<file path="src/rtl/ifu_fetch_if.sv">
// Fetch-unit bus bundle: instruction-memory request/response, decode handoff,
// redirect from execute and the sticky fault flag.
interface ifu_fetch_if;
  logic        mem_req_valid;
  logic        mem_req_ready;
  logic [31:0] mem_req_addr;
  logic        mem_rsp_valid;
  logic [31:0] mem_rsp_data;
  logic        mem_rsp_err;
  logic        inst_valid;
  logic        inst_ready;
  logic [31:0] inst;
  logic [31:0] inst_pc;
  logic        redirect_valid;
  logic [31:0] redirect_pc;
  logic        fetch_fault;

  modport master (
    output mem_req_valid, mem_req_addr, inst_valid, inst, inst_pc, fetch_fault,
    input  mem_req_ready, mem_rsp_valid, mem_rsp_data, mem_rsp_err,
           inst_ready, redirect_valid, redirect_pc
  );

  modport slave (
    input  mem_req_valid, mem_req_addr, inst_valid, inst, inst_pc, fetch_fault,
    output mem_req_ready, mem_rsp_valid, mem_rsp_data, mem_rsp_err,
           inst_ready, redirect_valid, redirect_pc
  );
endinterface

</file>
<file path="src/rtl/ifu_fetch.sv">
// Single-outstanding instruction fetch: REQ -> WAIT -> HOLD loop with
// redirect kill tracking and a sticky FAULT state left only by reset.
module ifu_fetch #(
  parameter logic [31:0] RESET_PC = 32'h8000_0000
) (
  input  logic        clk,
  input  logic        rst_n,
  ifu_fetch_if.master bus
);

  typedef enum logic [1:0] {REQ, WAIT, HOLD, FAULT} state_e;

  state_e      state_q, state_d;
  logic [31:0] pc_q, pc_d;
  logic [31:0] inst_q, inst_d;
  logic [31:0] inst_pc_q, inst_pc_d;
  logic        kill_q, kill_d;
  logic        started_q;

  logic req_fire, redir_ok, redir_bad;

  // Request held back for the release cycle so valid rises on the first edge.
  assign bus.mem_req_valid = (state_q == REQ) && started_q;
  assign bus.mem_req_addr  = pc_q;
  assign bus.inst_valid    = (state_q == HOLD);
  assign bus.inst          = inst_q;
  assign bus.inst_pc       = inst_pc_q;
  assign bus.fetch_fault   = (state_q == FAULT);

  assign req_fire  = bus.mem_req_valid && bus.mem_req_ready;
  assign redir_ok  = bus.redirect_valid && (bus.redirect_pc[1:0] == 2'b00);
  assign redir_bad = bus.redirect_valid && (bus.redirect_pc[1:0] != 2'b00);

  always_comb begin
    state_d   = state_q;
    pc_d      = pc_q;
    inst_d    = inst_q;
    inst_pc_d = inst_pc_q;
    kill_d    = kill_q;
    case (state_q)
      REQ: begin
        if (redir_bad) begin
          state_d = FAULT;
        end else begin
          // Accepted in the same cycle as a redirect: old pc went out, so kill it.
          if (req_fire) begin
            state_d = WAIT;
            kill_d  = redir_ok;
          end
          if (redir_ok) pc_d = bus.redirect_pc;
        end
      end
      WAIT: begin
        if (redir_bad) begin
          state_d = FAULT;
        end else if (redir_ok) begin
          pc_d = bus.redirect_pc;
          if (bus.mem_rsp_valid) begin
            kill_d  = 1'b0;
            state_d = REQ;
          end else begin
            kill_d  = 1'b1;
          end
        end else if (bus.mem_rsp_valid) begin
          if (kill_q) begin
            kill_d  = 1'b0;
            state_d = REQ;
          end else if (bus.mem_rsp_err) begin
            state_d = FAULT;
          end else begin
            inst_d    = bus.mem_rsp_data;
            inst_pc_d = pc_q;
            state_d   = HOLD;
          end
        end
      end
      HOLD: begin
        if (redir_bad) begin
          state_d = FAULT;
        end else if (redir_ok) begin
          pc_d    = bus.redirect_pc;
          state_d = REQ;
        end else if (bus.inst_ready) begin
          pc_d    = pc_q + 32'd4;
          state_d = REQ;
        end
      end
      default: state_d = FAULT;
    endcase
  end

  always_ff @(posedge clk or negedge rst_n) begin
    if (!rst_n) begin
      state_q   <= REQ;
      pc_q      <= RESET_PC;
      inst_q    <= '0;
      inst_pc_q <= '0;
      kill_q    <= 1'b0;
      started_q <= 1'b0;
    end else begin
      state_q   <= state_d;
      pc_q      <= pc_d;
      inst_q    <= inst_d;
      inst_pc_q <= inst_pc_d;
      kill_q    <= kill_d;
      started_q <= 1'b1;
    end
  end

endmodule

</file>
<file path="src/flat_wrapper.sv">
// flat-port wrapper written by rule: the top's interface ports become plain ports
module ifu_fetch_flat 
#(
  parameter logic [31:0] RESET_PC = 32'h8000_0000
)
  (clk, rst_n, bus_mem_req_valid, bus_mem_req_addr, bus_inst_valid, bus_inst, bus_inst_pc, bus_fetch_fault, bus_mem_req_ready, bus_mem_rsp_valid, bus_mem_rsp_data, bus_mem_rsp_err, bus_inst_ready, bus_redirect_valid, bus_redirect_pc);
  ifu_fetch_if bus_i ();
  input  logic clk;
  input  logic rst_n;
  output wire logic [$bits(bus_i.mem_req_valid)-1:0] bus_mem_req_valid;
  output wire logic [$bits(bus_i.mem_req_addr)-1:0] bus_mem_req_addr;
  output wire logic [$bits(bus_i.inst_valid)-1:0] bus_inst_valid;
  output wire logic [$bits(bus_i.inst)-1:0] bus_inst;
  output wire logic [$bits(bus_i.inst_pc)-1:0] bus_inst_pc;
  output wire logic [$bits(bus_i.fetch_fault)-1:0] bus_fetch_fault;
  input wire logic [$bits(bus_i.mem_req_ready)-1:0] bus_mem_req_ready;
  input wire logic [$bits(bus_i.mem_rsp_valid)-1:0] bus_mem_rsp_valid;
  input wire logic [$bits(bus_i.mem_rsp_data)-1:0] bus_mem_rsp_data;
  input wire logic [$bits(bus_i.mem_rsp_err)-1:0] bus_mem_rsp_err;
  input wire logic [$bits(bus_i.inst_ready)-1:0] bus_inst_ready;
  input wire logic [$bits(bus_i.redirect_valid)-1:0] bus_redirect_valid;
  input wire logic [$bits(bus_i.redirect_pc)-1:0] bus_redirect_pc;
  assign bus_mem_req_valid = bus_i.mem_req_valid;
  assign bus_mem_req_addr = bus_i.mem_req_addr;
  assign bus_inst_valid = bus_i.inst_valid;
  assign bus_inst = bus_i.inst;
  assign bus_inst_pc = bus_i.inst_pc;
  assign bus_fetch_fault = bus_i.fetch_fault;
  assign bus_i.mem_req_ready = bus_mem_req_ready;
  assign bus_i.mem_rsp_valid = bus_mem_rsp_valid;
  assign bus_i.mem_rsp_data = bus_mem_rsp_data;
  assign bus_i.mem_rsp_err = bus_mem_rsp_err;
  assign bus_i.inst_ready = bus_inst_ready;
  assign bus_i.redirect_valid = bus_redirect_valid;
  assign bus_i.redirect_pc = bus_redirect_pc;
  ifu_fetch #(.RESET_PC(RESET_PC)) u_core (.clk(clk), .rst_n(rst_n), .bus(bus_i));
endmodule
</file>
<file path="config.mk">
export PLATFORM = sky130hd
export DESIGN_NAME = ifu_fetch_flat
export DESIGN_NICKNAME = d
export VERILOG_FILES = /design/src/rtl/ifu_fetch_if.sv /design/src/rtl/ifu_fetch.sv /design/src/flat_wrapper.sv
export SDC_FILE = /design/constraint.sdc
export NUM_CORES = 1
export LEC_CHECK = 0
export CORE_MARGIN = 10
export CORE_UTILIZATION = 48
export CTS_BUF_LIST = sky130_fd_sc_hd__clkbuf_16
export CTS_CLUSTER_SIZE = 28
export DETAILED_ROUTE_END_ITERATION = 8
export PLACE_DENSITY_LB_ADDON = 0.1
export RECOVER_POWER = 100
export SYNTH_ARGS = -nofsm -noshare
export SYNTH_HDL_FRONTEND = slang
export SYNTH_SLANG_ARGS = --single-unit
</file>
<file path="constraint.sdc">
create_clock -name clk -period 3.3 [get_ports clk]
set_input_delay 0.66 -clock clk [delete_from_list [all_inputs] [get_ports clk]]
set_output_delay 0.66 -clock clk [all_outputs]
set_load 0.02 [all_outputs]
</file>
Word-level counts from Yosys, hierarchy flattened --
Index checks and enable logic that the tools add are counted.
Word-level totals: register bits 100, latch bits 0, RAM bits 0, ROM bits 0, logic and storage cells 64, memories 0
Operators by class: add/subtract/negate cells 1, multiply operators 0, div/mod/pow operators 0, order comparisons 0, equal/unequal tests 14, shift operators 0, muxes and demuxes 25, bitwise logic cells 4, reductions and logical operators 14
Operators with widths (number):
- 32-bit two-way mux | 5
- 32-bit one-hot mux with 2 select lines | 1
- 32-bit by 3-bit adder with 32-bit output (second input constant) | 1
- 2-bit two-way mux | 10
- 5-bit AND reduction | 2
- 2-bit inequality test (second input constant) | 4
- 1-bit two-way mux | 7
- 3-bit by 1-bit inequality test with 1-bit output (second input constant) | 2
- 3-bit by 2-bit inequality test with 1-bit output (second input constant) | 2
- 2-bit one-hot mux with 3 select lines | 1
- 6-bit AND reduction | 1
- 2-bit nonzero test | 3
- 2-bit equality test (second input constant) | 2
- 1-bit logical AND | 4
- 2-bit logical NOT | 2
- 2-bit by 1-bit inequality test with 1-bit output (second input constant) | 2
- 4-bit by 1-bit inequality test with 1-bit output (second input constant) | 1
- 1-bit inverter | 4
- 3-bit AND reduction | 1
- 2-bit by 1-bit equality test with 1-bit output (second input constant) | 1
- 1-bit one-hot mux with 2 select lines | 1
- 2-bit OR reduction | 1

Logic depth before layout (Yosys ltp) --
depth in word-level cells 6, gate-level depth with buffers 8

Least setup slack after synthesis --
No wires, ideal clock.
path type input -> register, start input bus_redirect_pc[1], end register u_core.pc_q[25], in the netlist u_core.bus.mem_req_addr[25], setup time 99 ps, data arrival time 1895 ps, path slack 1306 ps, cell stages on the path 5, cells stage by stage or3b_1 -> nand2_1 -> clkbuf_1 -> nor3_1 -> a311oi_1
Between the ends: word-level cells in the longest chain between the ends 5, elaborated cells on any way between the ends 12, classes of those cells eq/ne: 4; mux: 3; reduce/logical: 5
RTL lines:
- from (decl) | line flat_wrapper.sv:22 | input wire logic [$bits(bus_i.redirect_pc)-1:0] bus_redirect_pc;
- 2-bit logical NOT | line ifu_fetch.sv:31 | assign redir_ok = bus.redirect_valid && (bus.redirect_pc[1:0] == 2'b00);
- 1-bit logical AND | line ifu_fetch.sv:31
- 32-bit two-way mux | line ifu_fetch.sv:80 | end else if (redir_ok) begin
- 32-bit two-way mux | line ifu_fetch.sv:78 | if (redir_bad) begin
- 32-bit one-hot mux with 2 select lines | line ifu_fetch.sv:40 | case (state_q)
- to (signal assigned) | line ifu_fetch.sv:102 | pc_q <= pc_d;
- to (decl) | line ifu_fetch.sv:14 | logic [31:0] pc_q, pc_d;
Several ways; a longest one is shown, not always the timed one. The select of a mux whose other input is x is not followed. A chain may end at the register's enable or synchronous reset.

Final worst setup path --
start input bus_redirect_valid, end register u_core.pc_q[11], in the netlist u_core.bus.mem_req_addr[11]
Between the ends: word-level cells in the longest chain between the ends 4, elaborated cells on any way between the ends 10, classes of those cells eq/ne: 4; mux: 3; reduce/logical: 3
RTL lines:
- from (decl) | line flat_wrapper.sv:21 | input wire logic [$bits(bus_i.redirect_valid)-1:0] bus_redirect_valid;
- 1-bit logical AND | line ifu_fetch.sv:31
- 32-bit two-way mux | line ifu_fetch.sv:80
- 32-bit two-way mux | line ifu_fetch.sv:78
- 32-bit one-hot mux with 2 select lines | line ifu_fetch.sv:40
Several ways; a longest one is shown, not always the timed one. The select of a mux whose other input is x is not followed.

==> impl_results.md <==
- Arr. time, crit path: 3.11 ns
- RR Endpoint: u_core.bus.inst_pc[11]
- CP startpoint: bus_redirect_valid
- Reg2Reg Depth: 4
- DRT Pass-1 Iters: 5
- Number of global-route vias before repair: 4254
- Synth Net Count: 485
- Clk pin slew, worst setup/hold paths: 0.07 ns
- Net count, final: 652
- Power Total: 6.271 mW
- Synth cell types: 54
- Share of cells above drive strength 1: 15.95%
- Main flop type after synthesis: dfrtp_1
- Footprint of the multi-input gates: 0.002016 mm²
- Fin. Hold Viols: 0
- Die height: 118.4 µm
- R2r setup slk: 0.95 ns
- Port bufs: 169
- Peak VDD IR: 438.6 µV
- Mapped Area: 0.004648 mm²
- Rows: 35
- Status: finished, violations left
- Register bit total from synthesis: 100
- Net Sw Frac: 39.99%
- Worst-margin pin slew: 1.798 ns
- Critical Path RT: 3.56 ns
- Pins over their slew limit: 32
- Clock sink count: 100
- Avg Vias per Cell: 5.685
- Lkg Pwr: 2.956 nW
- Mean Syn Cell Area: 11.25 µm²
- End point of the critical path: u_core.bus.mem_req_addr[11]
- Die Wd: 118.4 µm
- FF-to-FF Start: u_core.state_q[0]
- MaxCap Viol Count: 1
- Failing checks: capacitance limit, slew limit
- Gp weighted congestion: 0.8538
- Cell count after synthesis: 413
- Number of gates resized after CTS: 0
- Clock Tree Root: clkbuf_16
- Most common cell after layout, fill and taps aside: dlygate4sd3_1
- Initial antenna violation count: 0
- Commonest non-fill, non-tap cells in the layout: 100 x dlygate4sd3_1, 99 x dfrtp_1, 68 x clkdlybuf4s50_1
- Async SR Flop Fraction: 100.0%
- Max-slew headroom: -19.86%
- 1st-iter DRT viols: 221
- Starting density of the core: 49.83%
- Die footprint: 0.01402 mm²
- RSZ-0062 raised after global routing: false
- Worst Path Max Fanout: 10
- Htree depth: 3
- Max Clock Skew: 0.01176 ns
- Layout area overhead: 46.08%
- Core Box Area: 0.009328 mm²
- Critical path class: input pin to flip-flop
- WHS: 0.4894 ns
- CP Launch Type: input pin
- CTS tree: built
- Area leader, netlist: dfrtp_1
- Grt ovf: 0
- Clk Latency, worst-skew pair: 0.34 ns
- Pint: 3.764 mW
- Yosys warning total: 0
- Minimum clock period: 2.853 ns
- Via count of the routed design: 4048
- Largest net degree at the start of global routing: 70
- Pwr dens: 923.6 mW/mm²
- Fin crit share: 86.47%
- Setup TNS Final: 0 ns
- Post-DP HPWL: 10300 µm
- Drt wl/cell: 19.04 µm
- Hold-fix buffers, CTS: 0
- WHS Path Cells: 2
- Setup Fix Bufs, Post-CTS: 0
- P_sw: 2.508 mW
- Worst Hold Class: flip-flop to flip-flop
- Max frequency: 0.3505 GHz
- Routed Antenna Nets: 0
- Aggregate global-route resource usage: 19.42%
- Clock power frac: 17.8%
- Synth top area share: 53.30%
- Combinational Power Share: 46.1%
- Fillcell total: 710
- Post-synth EDFFs: 0
- Post-detailed-routing wire length: 13560 µm
- Ranking of synthesized cells by area: dfrtp_1 53%, mux2_2 15%, a21oi_1 3.3%
- Sequential power share: 36.1%
- Clock tree buffer depth: 2
- Final setup viols: 0
- DRC: 0
- First-pass GRT wire length: 22740 µm
- CP endpoint kind: flip-flop
- Reg area: 0.002504 mm²
- Num CTS Buffers: 9
- Top Ports: 170
- Sequential share of the synthesized area: 53.86%
- Antenna cells: 0
-- cells by family (layout without fill, tap and decap cells) --
family / after synthesis / count (layout) / share of synthesized area, %
DFF: 100 / 100 / 53.86
muxes: 63 / 63 / 15.24
other: 1 / 1 / 0.08068
buffers and inverters: 29 / 199 / 2.800
and+or+nand+nor: 118 / 118 / 14.11
adders and majority gates: 1 / 1 / 0.2691
AOI/OAI and AO/OA: 101 / 101 / 13.65
-- worst min-delay path by stage --
| stage | start | endpoint |
|---|---|---|
| 6_report | u_core.bus.inst_pc[27] | u_core.bus.inst_pc[27] |
| 3_5_place_dp | u_core.bus.inst_pc[27] | u_core.bus.inst_pc[27] |
| 2_1_floorplan | rst_n | u_core.bus.inst[0] |
| 3_3_place_gp | u_core.bus.inst_pc[27] | u_core.bus.inst_pc[27] |
| 5_1_grt | u_core.bus.inst_pc[13] | u_core.bus.inst_pc[13] |
| 4_1_cts | rst_n | u_core.bus.inst_pc[20] |
-- per-layer routing --
| layer | share of wire (%) | GRT usage, % |
|---|---|---|
| met4 | 1.1 | 4.885 |
| met5 | 0 | 0 |
| met3 | 11 | 8.234 |
| met2 | 49 | 31.85 |
| met1 | 39 | 23.04 |
-- critical path, cell delays in order --
cell,delay [ns]
dlygate4sd3_1,0.66
or3b_1,0.43
o21ai_1,0.70
clkbuf_1,0.38
a21oi_1,0.12
a21oi_1,0.14
-- power by group through the flow --
stage | sequential (mW) | combinational, mW | clock, mW
after floorplan | 2.83 | 1.01 | 0
final | 2.26 | 2.89 | 1.12
after global routing | 2.36 | 3.12 | 1.19
after detailed placement | 2.31 | 3.12 | 0
after global placement | 2.27 | 3.06 | 0
after CTS | 2.29 | 3.13 | 1.14
-- synthesized netlist by cell type (2+ instances only) --
library cell	number
a311oi_1	4
nand4_1	8
a211oi_1	5
o22a_1	5
and2_1	2
nand3_1	13
a31o_2	2
o32ai_1	2
a21o_1	3
a22oi_1	2
buf_2	11
or3_1	8
o21ai_0	26
o21a_1	3
buf_1	2
clkbuf_1	10
nor2_1	25
a21oi_1	31
nor3_2	2
o22ai_1	4
nand2_1	25
nor4_1	2
nor2b_1	3
and4_1	2
mux2_2	62
dfrtp_1	99
nor3_1	10
a31oi_1	6
and3_1	6
inv_1	5
nor3b_1	2
-- layout make-up --
cell class	count	area share, %
inverter	5	0.2764
clock inverter	5	1.253
tap	129	2.377
clock buffer	9	3.317
sequential	100	36.87
timing repair buffer	180	26.22
multi-input combinational	284	29.68
-- registers in the layout, indices dropped and copies added (netlist names) --
register and count:
u_core.bus.inst 32, u_core.bus.inst_pc 32, u_core.bus.mem_req_addr 32, u_core.kill_q 1, u_core.started_q 1, u_core.state_q 2
-- metrics by stage --
step	utilization, %	cells	worst slack [ns]	cell area, µm²
floorplan	-	413	1.306	4648
global placement	69.82	698	0.5541	6513
detailed placement	69.82	698	0.3850	6513
CTS	73.15	712	0.6997	6823
global route	72.80	712	0.2821	6790
finish	72.80	712	0.4466	6790
(Power assumes the default switching activity.)
